[src/rtl/jpeg_pkg.sv]
// Shared JPEG block-ordering definitions.
//   BLK_N         : coefficients per 8x8 block.
//   raster_idx_t  : 6-bit raster index, 8*row + col.
//   ZZ_TO_RASTER  : raster index of zigzag position k. The encoder-side
//                   reorder stage uses the same table.
//   raster_lsb()  : bit offset of element (r,c) in a flat raster block word.
//                   Element (r,c) occupies [(8r+c)*w +: w].
package jpeg_pkg;

  localparam int BLK_N = 64;

  typedef logic [5:0] raster_idx_t;

  localparam raster_idx_t ZZ_TO_RASTER [BLK_N] = '{
    6'd0,  6'd1,  6'd8,  6'd16, 6'd9,  6'd2,  6'd3,  6'd10,
    6'd17, 6'd24, 6'd32, 6'd25, 6'd18, 6'd11, 6'd4,  6'd5,
    6'd12, 6'd19, 6'd26, 6'd33, 6'd40, 6'd48, 6'd41, 6'd34,
    6'd27, 6'd20, 6'd13, 6'd6,  6'd7,  6'd14, 6'd21, 6'd28,
    6'd35, 6'd42, 6'd49, 6'd56, 6'd57, 6'd50, 6'd43, 6'd36,
    6'd29, 6'd22, 6'd15, 6'd23, 6'd30, 6'd37, 6'd44, 6'd51,
    6'd58, 6'd59, 6'd52, 6'd45, 6'd38, 6'd31, 6'd39, 6'd46,
    6'd53, 6'd60, 6'd61, 6'd54, 6'd47, 6'd55, 6'd62, 6'd63
  };

  function automatic int raster_lsb(input int r, input int c, input int w);
    return (8 * r + c) * w;
  endfunction

endpackage

[src/rtl/izigzag_bank.sv]
// One 64-entry coefficient bank, written one raster slot at a time and read
// as a whole block.
//   clk, rst_n : clock, asynchronous active-low reset (contents clear to 0)
//   we         : write enable
//   waddr      : raster index (8r+c) to write
//   wdata      : coefficient to store
//   rdata      : whole bank, entry i at [i*DATA_W +: DATA_W]
module izigzag_bank
  import jpeg_pkg::*;
#(
  parameter int DATA_W = 8
) (
  input  logic                    clk,
  input  logic                    rst_n,
  input  logic                    we,
  input  logic [5:0]              waddr,
  input  logic [DATA_W-1:0]       wdata,
  output logic [BLK_N*DATA_W-1:0] rdata
);

  logic [DATA_W-1:0] mem_q [BLK_N];
  logic [DATA_W-1:0] mem_d [BLK_N];

  always_comb begin
    mem_d = mem_q;
    if (we) begin
      mem_d[waddr] = wdata;
    end
  end

  always_ff @(posedge clk or negedge rst_n) begin
    if (!rst_n) begin
      for (int i = 0; i < BLK_N; i++) begin
        mem_q[i] <= '0;
      end
    end else begin
      mem_q <= mem_d;
    end
  end

  for (genvar i = 0; i < BLK_N; i++) begin : g_rd
    assign rdata[i*DATA_W +: DATA_W] = mem_q[i];
  end

endmodule

[src/rtl/izigzag_block_assembler.sv]
// Inverse zigzag block assembler. Coefficients arrive one per beat in zigzag
// order and are scattered into raster slots of one of two ping-pong banks;
// a completed bank is presented as one flat raster-order block.
//   clk, rst_n          : clock, asynchronous active-low reset
//   in_valid/in_ready   : coefficient beat handshake
//   in_data             : coefficient at the current zigzag index
//   in_sop              : marks zigzag index 0 of a block
//   out_valid/out_ready : block handshake
//   out_block           : element (r,c) at [(8r+c)*DATA_W +: DATA_W]
//   err_sop             : one-cycle pulse when in_sop cut a partial block short
//
// Handshake rule (both sides): a transfer happens on a rising edge where
// valid && ready are both high; valid/data hold until that edge, and ready
// is derived from registered state only.
module izigzag_block_assembler
  import jpeg_pkg::*;
#(
  parameter int DATA_W = 8
) (
  input  logic                    clk,
  input  logic                    rst_n,
  input  logic                    in_valid,
  output logic                    in_ready,
  input  logic [DATA_W-1:0]       in_data,
  input  logic                    in_sop,
  output logic                    out_valid,
  input  logic                    out_ready,
  output logic [BLK_N*DATA_W-1:0] out_block,
  output logic                    err_sop
);

  logic [5:0] k_q, k_d;
  logic       wb_q, wb_d;
  logic       rb_q, rb_d;
  logic [1:0] full_q, full_d;
  logic       err_sop_q, err_sop_d;

  logic                    accept;
  logic                    drain;
  logic                    last_beat;
  logic [5:0]              eff_k;
  logic [5:0]              wr_addr;
  logic [BLK_N*DATA_W-1:0] bank_rd [2];

  assign in_ready  = !full_q[wb_q];
  assign out_valid = full_q[rb_q];
  assign out_block = bank_rd[rb_q];
  assign err_sop   = err_sop_q;

  assign accept = in_valid && in_ready;
  assign drain  = out_valid && out_ready;

  // An sop beat always lands at zigzag index 0, restarting the block.
  // Slots left over from a truncated block are rewritten before it completes.
  assign eff_k     = in_sop ? 6'd0 : k_q;
  assign wr_addr   = ZZ_TO_RASTER[eff_k];
  assign last_beat = accept && (eff_k == 6'd63);

  always_comb begin
    k_d       = k_q;
    wb_d      = wb_q;
    rb_d      = rb_q;
    full_d    = full_q;
    err_sop_d = 1'b0;

    if (accept) begin
      k_d       = eff_k + 6'd1;
      err_sop_d = in_sop && (k_q != 6'd0);
    end

    // Fill requires full[wb]==0 and drain requires full[rb]==1, so when both
    // happen in one cycle they always touch different banks.
    if (last_beat) begin
      full_d[wb_q] = 1'b1;
      wb_d         = ~wb_q;
    end
    if (drain) begin
      full_d[rb_q] = 1'b0;
      rb_d         = ~rb_q;
    end
  end

  always_ff @(posedge clk or negedge rst_n) begin
    if (!rst_n) begin
      k_q       <= '0;
      wb_q      <= 1'b0;
      rb_q      <= 1'b0;
      full_q    <= '0;
      err_sop_q <= 1'b0;
    end else begin
      k_q       <= k_d;
      wb_q      <= wb_d;
      rb_q      <= rb_d;
      full_q    <= full_d;
      err_sop_q <= err_sop_d;
    end
  end

  for (genvar b = 0; b < 2; b++) begin : g_bank
    izigzag_bank #(.DATA_W(DATA_W)) u_bank (
      .clk   (clk),
      .rst_n (rst_n),
      .we    (accept && (wb_q == b[0])),
      .waddr (wr_addr),
      .wdata (in_data),
      .rdata (bank_rd[b])
    );
  end

endmodule

[config.mk]
export PLATFORM = sky130hd
export DESIGN_NAME = izigzag_block_assembler
export DESIGN_NICKNAME = d
export VERILOG_FILES = /design/src/rtl/jpeg_pkg.sv /design/src/rtl/izigzag_bank.sv /design/src/rtl/izigzag_block_assembler.sv
export SDC_FILE = /design/constraint.sdc
export NUM_CORES = 1
export LEC_CHECK = 0
export BUFFER_PORTS_ARGS = -buffer_cell sky130_fd_sc_hd__buf_2
export CAP_MARGIN = 0
export CORE_MARGIN = 5
export CORE_UTILIZATION = 53
export CTS_CLUSTER_DIAMETER = 200
export DETAILED_ROUTE_END_ITERATION = 12
export PLACE_DENSITY = 0.87
export SYNTH_ARGS = -nofsm -noshare
export SYNTH_HDL_FRONTEND = slang
export SYNTH_SLANG_ARGS = --single-unit
[constraint.sdc]
create_clock -name clk -period 3.7 [get_ports clk]
set_input_delay 0.37 -clock clk [delete_from_list [all_inputs] [get_ports clk]]
set_output_delay 0.37 -clock clk [all_outputs]
set_load 0.02 [all_outputs]
* Word level (Yosys, flattened, before mapping) *
Memories as Yosys holds them, arrays and structs flattened.
Cells that the tools add are included.

word-level totals
  bits in registers = 1035
  memory bits (read-only) = 384
  input bits = 13
  output and inout port bits = 515
  memories kept = 1

operators by class
  add/subtract/negate cells = 1
  magnitude comparators = 8
  eq/ne operators = 1
  mux-type cells = 21
  bitwise operators = 8
  reductions and logical operators = 11

memory list
  memory           depth  bits a word  read ports  clocked after Yosys merged registers in  wr ports  RTL line                       source
  (no name shown)  64     6            1           0                                        0         izigzag_block_assembler.sv:56  assign wr_addr = ZZ_TO_RASTER[eff_k];

operators by type and width
  cell                                                      count
  two-way mux 512 bit                                       3
  bitwise mux 512 bit                                       2
  demux 8 bit (select 6 bit)                                1
  two-way mux 6 bit                                         3
  greater-or-equal comparator 7 bit, second input constant  2
  inverter 6 -> 7 bit                                       2
  logical AND 1 bit                                         9
  two-way mux 8 bit                                         1
  < comparator 7 x 1 -> 1 bit, second input constant        1
  two-way mux 1 bit                                         7
  adder 6 x 1 -> 6 bit, second input constant               1
  == test 6 bit, second input constant                      1
  nonzero test 6 bit                                        1
  < comparator 1 x 2 -> 1 bit, second input constant        2
  two-way mux 2 bit                                         2
  AND 2 bit                                                 1
  demux 1 bit (select 1 bit)                                2
  greater-or-equal comparator 1 bit, second input constant  2
  greater-or-equal comparator 2 bit, second input constant  1
  inverter 1 bit                                            2
  inverter 1 -> 2 bit                                       1
  inverter 2 bit                                            1
  bitwise OR 2 bit                                          1
  logical NOT 1 bit                                         1

* Longest topological paths before layout *
Gate-level depths: netlist of run 1.

  depth in word-level cells = 11
  mapped depth = 17
  mapped depth without buffers = 13

* Modules after synthesis *
From an unflattened synthesis of run 1, not the netlist that was laid out.

unflattened totals
  cells, all modules = 3119
  area, all modules = 46573.4 um^2

by module, submodules not included
  module                   instances  cells each  area each (um^2)
  izigzag_bank             2          1192        19552.5
  izigzag_block_assembler  1          735         7468.4

* Least setup slack after synthesis of run 1 *
OpenSTA, ideal clock, no wires.

  path kind = input to register
  start = input in_sop
  end = register g_bank[1].u_bank.mem_q, in the netlist g_bank[1].u_bank.rdata[152]
  library setup time = 0.125 ns
  data arrival time = 3.826 ns
  required time = 3.575 ns
  setup slack = -0.251 ns
  stages on the path = 14
  path buffers = 4
  cells stage by stage = clkbuf_1 -> buf_2 -> nor2b_1 -> inv_1 -> ha_1 -> clkbuf_1 -> mux2_1 -> a211oi_2 -> a221oi_1 -> a31o_2 -> or4b_1 -> buf_2 -> nor2_4 -> mux2_2

between the ends
  cells in the longest elaborated chain, start to end = 11
  elaborated cells on any way between the ends = 12
  classes of those cells = order compare (2); mux (6); bitwise (2); reduce/logical (1); memory (1)

RTL lines
  what                                                                                                           RTL line                       source
  start, declared                                                                                                izigzag_block_assembler.sv:25  input logic in_sop,
  two-way mux 6 bit *                                                                                            izigzag_block_assembler.sv:55  assign eff_k = in_sop ? 6'd0 : k_q;
  inverter 6 -> 7 bit (implied by the code) *                                                                    izigzag_block_assembler.sv:56
  memory read (64 x 6 bit) *                                                                                     --
  two-way mux 6 bit (implied by the code) * (2 in a row)                                                         izigzag_block_assembler.sv:56
  inverter 6 -> 7 bit (implied by the code) *                                                                    izigzag_bank.sv:27             mem_d[waddr] = wdata;
  greater-or-equal comparator 7 bit (implied by the code) / < comparator 7 x 1 -> 1 bit (equally long branches)  izigzag_bank.sv:27
  logical AND 1 bit (implied by the code)                                                                        izigzag_bank.sv:27
  two-way mux 8 bit (implied by the code)                                                                        izigzag_bank.sv:27
  demux 8 bit (select 6 bit) *                                                                                   izigzag_bank.sv:27
  bitwise mux 512 bit *                                                                                          izigzag_bank.sv:27
  end signal, assigned                                                                                           izigzag_bank.sv:37             mem_q <= mem_d;
  end, declared                                                                                                  izigzag_bank.sv:21             logic [DATA_W-1:0] mem_q [BLK_N];

Every way passes the cells marked *; elsewhere a longest branch is shown, timed or not. The select of a mux whose other input is x is not followed.
A chain may end at the register's enable or synchronous reset.

* Worst setup path in the final report of run 1 *
  start = register k_q[0]
  end = register g_bank[1].u_bank.mem_q, in the netlist g_bank[1].u_bank.rdata[30]

between the ends
  cells in the longest elaborated chain, start to end = 11
  elaborated cells on any way between the ends = 12
  classes of those cells = order compare (2); mux (6); bitwise (2); reduce/logical (1); memory (1)

RTL lines
  what                                                                                                           RTL line                       source
  start, declared                                                                                                izigzag_block_assembler.sv:32  logic [5:0] k_q, k_d;
  start signal, assigned                                                                                         izigzag_block_assembler.sv:91  k_q <= k_d;
  two-way mux 6 bit *                                                                                            izigzag_block_assembler.sv:55
  inverter 6 -> 7 bit (implied by the code) *                                                                    izigzag_block_assembler.sv:56
  memory read (64 x 6 bit) *                                                                                     --
  two-way mux 6 bit (implied by the code) * (2 in a row)                                                         izigzag_block_assembler.sv:56
  inverter 6 -> 7 bit (implied by the code) *                                                                    izigzag_bank.sv:27
  greater-or-equal comparator 7 bit (implied by the code) / < comparator 7 x 1 -> 1 bit (equally long branches)  izigzag_bank.sv:27
  logical AND 1 bit (implied by the code)                                                                        izigzag_bank.sv:27
  two-way mux 8 bit (implied by the code)                                                                        izigzag_bank.sv:27
  demux 8 bit (select 6 bit) *                                                                                   izigzag_bank.sv:27
  bitwise mux 512 bit *                                                                                          izigzag_bank.sv:27

Marks and branches as above.

==> results of run 1 <==
registers in the layout, indices dropped and copies added, names as in the netlist:
register and flops:
err_sop 1, g_bank.u_bank.rdata 1024, rb_q 1, wb_q 1
k_q 6, full_q 2
metrics by stage:
step	setup TNS (ns)	instance area (µm²)	worst slack [ns]	hold slack (ns)	power [µW]
after floorplan	-0.00695	46500	-0.000899	0.0744	13200
after global placement	-84.25	51900	-0.308	0.460	14200
after detailed placement	-90.67	51900	-0.333	0.457	14300
after CTS	0	55600	0.0531	0.0161	25300
after global routing	-0.00134	55600	-0.00134	0.0454	25900
final	0	55600	0.124	0.0642	25100
timing repair:
| action | 4_1_cts | 5_1_grt |
|---|---|---|
| hold buffers | 3 | 0 |
| endpoints found under the hold margin | 64 | 0 |
| pin swaps | 1 | 2 |
| gates resized for setup | 4 | 5 |
| cloned | 0 | 0 |
| setup endpoints to repair | 115 | 222 |
layer usage:
layer  track usage (%)  wire [µm]  up-vias  part of all wire (%)
li1                  -          -    12500                     -
met1              34.2      50900    15000                    41
met2              43.3      59900      882                    48
met3              6.21       8060      264                   6.5
met4              10.4       5590        0                   4.5
met5                 0          0        -                     0
tightest hold or removal path: stages:
cell and delay (ns):
buf_2 0.13, inv_1 0.09, nor3_1 0.09
kinds of logic (layout without fill, tap and decap cells):
family                   count (synthesis)  in the layout  synth area share, %
multiplexers                          1548           1548                 37.5
flip-flops                            1035           1035                 55.7
buffers and inverters                  250            930                 2.20
AND/OR/NAND/NOR                        241            241                 2.92
AO/OA/AOI/OAI                           66             66                 1.09
adder cells (fa/ha/maj)                 20             20                0.538
XOR/XNOR                                 3              3               0.0565
other                                    0              3                    0
report_power, final:
part / total, µW / switching (µW) / internal [µW]
sequential: 11800 / 154 / 11600
clock: 11000 / 4450 / 6540
combinational: 2360 / 1530 / 833
worst max-delay path by stage:
stage / endpoint / slack, ns / cells after the start
after floorplan: g_bank[1].u_bank.rdata[152]$_DFFE_PN0P_ / -0.0009 / 14
after global placement: g_bank[0].u_bank.rdata[297]$_DFFE_PN0P_ / -0.31 / 12
after detailed placement: g_bank[0].u_bank.rdata[261]$_DFFE_PN0P_ / -0.33 / 12
after CTS: g_bank[1].u_bank.rdata[30]$_DFFE_PN0P_ / 0.05 / 11
after global routing: g_bank[0].u_bank.rdata[201]$_DFFE_PN0P_ / -0.001 / 13
final: g_bank[1].u_bank.rdata[30]$_DFFE_PN0P_ / 0.12 / 11
layout make-up:
class,instances,area [µm²],area share (%)
antenna,3,7.51,0.0135
inverter,11,41.3,0.0743
sequential,1035,25900,46.6
multi-input combinational,1878,19600,35.3
timing repair buffer,727,4910,8.84
tap,1155,1450,2.60
clock inverter,29,418,0.752
clock buffer,163,3220,5.79
cell usage in the layout (no fill, tap or decap), types with 9 or more instances in the layout:
cell type	netlist	layout
buf_12	0	59
nor2_1	13	13
ha_1	20	18
clkbuf_16	0	106
o21ai_0	9	9
nand2b_1	23	23
nor2b_1	25	23
a21oi_1	9	9
clkbuf_1	189	22
buf_4	5	146
dfrtp_1	1035	1034
clkinv_2	0	11
nand2_1	87	84
mux2_2	1493	1493
nor2_2	24	24
buf_2	33	518
inv_1	11	10
mux2_1	48	48
clkbuf_8	0	35
nor2_4	10	10
==> impl_results.md, run 1 <==
* Final HPWL from detailed placement at 79.9 mm
* FF+latch count, synth at 1035
* Remaining routing DRC violations at 0
* Synth Instances at 3163
* Die area at 93800 µm²
* Nets at 3790
* CP Buf/Inv Count at 2
* First-pass GRT wire length at 193 mm
* Clock transition at path regs at 0.06 ns
* Io pins at 528
* Worst r2r path cells at 11
* Synth area leaders: dfrtp_1 (56%), mux2_2 (36%), clkbuf_1 (1.5%)
* Synth Area per Inst at 14.7 µm²
* Total wire length at 125 mm
* WHS Endpoint: err_sop$_DFF_PN0_
* CTS root buffer: clkbuf_16
* H-Tree Depth at 3
* Worst slew pin tran at 1.17 ns
* Site Rows at 108
* Slew Viols, Final at 0
* Core ar. at 86900 µm²
* TritonCTS clock tree: yes
* CP max FO at 8
* Delay of the slowest cell on the worst path at 0.56 ns
* Initial antenna violation count at 2
* Post-route ant nets at 0
* Most frequent cell after synthesis: mux2_2
* Clock buffer depth at 3
* Clk Latency, worst-skew pair at 0.69 ns
* Period utilisation layout at 96.6%
* Status: complete, no violations
* Cell variety after synth at 64
* Slowest-stage cell, CP: or4b_4
* CP delay by family, top: simple AND/OR/NAND/NOR gates
* Slew headroom at 22.1%
* Critical R2R Capture: g_bank[1].u_bank.rdata[30]$_DFFE_PN0P_
* Worst Hold Class: in -> reg
* Die Span Y at 306 µm
* YS warnings at 0
* Final core occ at 64.0%
* Fin. Hold Viols at 0
* Lkg Pwr at 0.0295 µW
* WL per Instance at 24.9 µm
* Vias in the first global route at 31300
* Fmax at 0.280 GHz
* Router iterations before antenna repair at 5
* Post-Syn Area at 46500 µm²
* Largest net degree at the start of global routing at 129
* Post-synth top area share at 55.7%
* Flop-to-flop setup slack at 0.12 ns
* Post-synthesis sequential area ratio at 55.7%
* Synth top cells by count: mux2_2 (1493), dfrtp_1 (1035), clkbuf_1 (189)
* CP Launch Point: k_q[0]$_DFFE_PN0N_
* Hold Path Depth at 3
* IO buf count at 527
* Placed cells at 4803
* WP data arrival at 4.13 ns
* Share of layout cells above drive strength 1 at 63.9%
* Congestion Overflow GR at 0
* GR Util All Layers at 26.3%
* Total CTS buffers at 104
* Req. time, crit path at 4.26 ns
* Final setup vio count at 0
* Vias per inst at 5.74
* 1st-iter DRT viols at 1863
* Fill cells at 6027
* Clock skew at 0.0245 ns
* Minimum clock period after layout at 3.58 ns
* Synth async-reset ratio at 100%
* Setup Crit Path Kind: reg -> reg
* Die width at 306 µm
* Gp weighted congestion at 0.896
* Vias at 28700
* Mapped Nets at 3196
* CTS sink count at 1035
* Reg-to-reg startpoint: k_q[0]$_DFFE_PN0N_
* Max Cap Viol at 0
* Yosys top cell by area: dfrtp_1
* Fin cells at 5001
* CP startpoint kind: flop
* Initial Util at 53.5%
* Crit-path cells: nor2b_4 -> inv_1 -> ha_2 -> mux2_1 -> a211oi_2 -> a221oi_1 -> a31o_2 -> or4b_4 -> buf_4 -> nor2_4 -> mux2_2
* Hold Startpoint: in_sop
* Crit end category: flop
* Total setup buffers inserted after CTS at 0
* Syn-to-layout area delta at 19.6%
* Ys flop type: dfrtp_1
* VDD IR max at 0.542 mV
* Power per cell area at 452 nW/µm²
* EDFF count, synth at 0
No activity file was read; power rests on OpenSTA's default activity.
==> run 2: changes to the inputs <==
==> constraint.sdc (replaced) <==
create_clock -name clk -period 3.7 [get_ports clk]
set_input_delay 1.11 -clock clk [delete_from_list [all_inputs] [get_ports clk]]
set_output_delay 1.11 -clock clk [all_outputs]
set_load 0.02 [all_outputs]
==> impl_results.md, run 2 (synthesis results as in run 1) <==
* Clock transition at path regs at 0.06 ns
* Register area at 25900 µm²
* Flop-to-flop setup slack at 0.24 ns
* Site Rows at 108
* Fill cells at 5810
* Final core occ at 65.9%
* Syn-to-layout area delta at 23.2%
* Max reg flops at 1024
* Power per cell area at 449 nW/µm²
* Final HPWL from detailed placement at 83.4 mm
* Lkg Pwr at 0.0303 µW
* Req. time, crit path at 2.59 ns
* Total power at 25700 µW
* CP max FO at 33
* Share of layout cells above drive strength 1 at 65.6%
* CTS root buffer: clkbuf_16
* Status: complete, no violations
* Vias per inst at 5.74
* First-pass GRT wire length at 198 mm
* Crit end category: primary output
* Nets at 3890
* IO buf count at 527
* Fmax at 0.276 GHz
* Die area at 93800 µm²
* Commonest non-fill, non-tap cell in the layout: mux2_2
* Die width at 306 µm
* CP startpoint kind: flop
* VDD IR max at 0.437 mV
* Clock buffer depth at 3
* Die Span Y at 306 µm
* Clk Latency, worst-skew pair at 0.70 ns
* Minimum clock period after layout at 3.62 ns
* Gp weighted congestion at 0.918
* RSZ-0062 raised after global routing: true
* 1st-iter DRT viols at 1993
* Total CTS buffers at 104
* Vias at 29300
* Initial Util at 53.5%
* Initial antenna violation count at 1
* Final setup vio count at 0
* WP data arrival at 2.51 ns
* Period utilisation layout at 97.8%
* Router iterations before antenna repair at 5
* Remaining routing DRC violations at 0
* Largest net degree at the start of global routing at 129
* ANT cells at 0
* Post-route setup TNS at 0 ns
* Post-route ant nets at 0
* WL per Instance at 25.0 µm
* TritonCTS clock tree: yes
* CTS sink count at 1035
* Worst Hold Class: in -> async
* Slew headroom at 44.3%
* Setup Crit Path Kind: reg -> out
* Fin. Hold Viols at 0
* Slew Viols, Final at 0
* Most frequent cells in the layout: mux2_2 (1408), dfrtp_1 (1034), buf_2 (518)
* H-Tree Depth at 3
* Area of the multi-input gates at 20100 µm²
* Total wire length at 128 mm
* Worst slew pin tran at 0.835 ns
* GR Util All Layers at 27.0%
* Io pins at 528
* Vias in the first global route at 32200
* Max Cap Viol at 0
* Congestion Overflow GR at 0
* Core ar. at 86900 µm²
* Clock skew at 0.0254 ns
## run 2: per-stage QoR
step	area [µm²]	setup WS, ns	instances	hold WS (ns)
after detailed placement	53400	-0.625	4905	0.475
after floorplan	47100	-0.437	3163	0.454
after global placement	53400	-0.568	4905	0.468
after CTS	57300	0.0394	5098	0.418
final	57300	0.0806	5098	0.436
after global routing	57300	-0.00327	5098	0.436
## run 2: final cells by class
type | count | area share (%)
Sequential cell | 1035 | 45.2
Multi-Input combinational cell | 1878 | 35.2
Timing Repair Buffer | 827 | 10.4
Clock buffer | 144 | 5.35
Tap cell | 1155 | 2.52
Clock inverter | 48 | 1.28
Inverter | 11 | 0.0765
## run 2: routing by layer
layer	part of all wire [%]	up-vias	GRT usage, %	wire length [µm]
met3	6.0	287	5.84	7670
met5	0	-	0	0
met4	4.0	0	9.77	5130
met2	49	881	44.6	62500
met1	41	15400	35.5	52300
li1	-	12700	-	-
## run 2: report_power, final
part,internal [µW],switching [µW],leakage (µW)
combinational,933,1510,0.0140
clock,6870,4620,0.00186
sequential,11600,156,0.0144
## run 2: worst max-delay path, cell delays in order (launching register included)
cell and delay (ns):
dfrtp_4 0.62, buf_12 0.28, buf_4 0.29, mux2_2 0.40, buf_2 0.17
## run 2: what timing repair did
item / in CTS / in global routing
setup buffers: 1 / 0
endpoints found under the hold margin: 0 / 0
resized for setup: 0 / 7
hold buffers: 0 / 0
setup endpoints to repair: 29 / 179
## run 2: final timing paths
kind | from | to | cells past startpoint
min reg2reg | g_bank[0].u_bank.rdata[498]$_DFFE_PN0P_ | g_bank[0].u_bank.rdata[498]$_DFFE_PN0P_ | 1
min in group clk | g_bank[0].u_bank.rdata[498]$_DFFE_PN0P_ | g_bank[0].u_bank.rdata[498]$_DFFE_PN0P_ | 1
max reg2reg | k_q[1]$_DFFE_PN0N_ | g_bank[1].u_bank.rdata[250]$_DFFE_PN0P_ | 14
max | rb_q$_DFFE_PN0P_ | out_block[89] | 4
max in group asynchronous | rst_n | g_bank[1].u_bank.rdata[77]$_DFFE_PN0P_ | 2
min | rst_n | g_bank[1].u_bank.rdata[26]$_DFFE_PN0P_ | 1
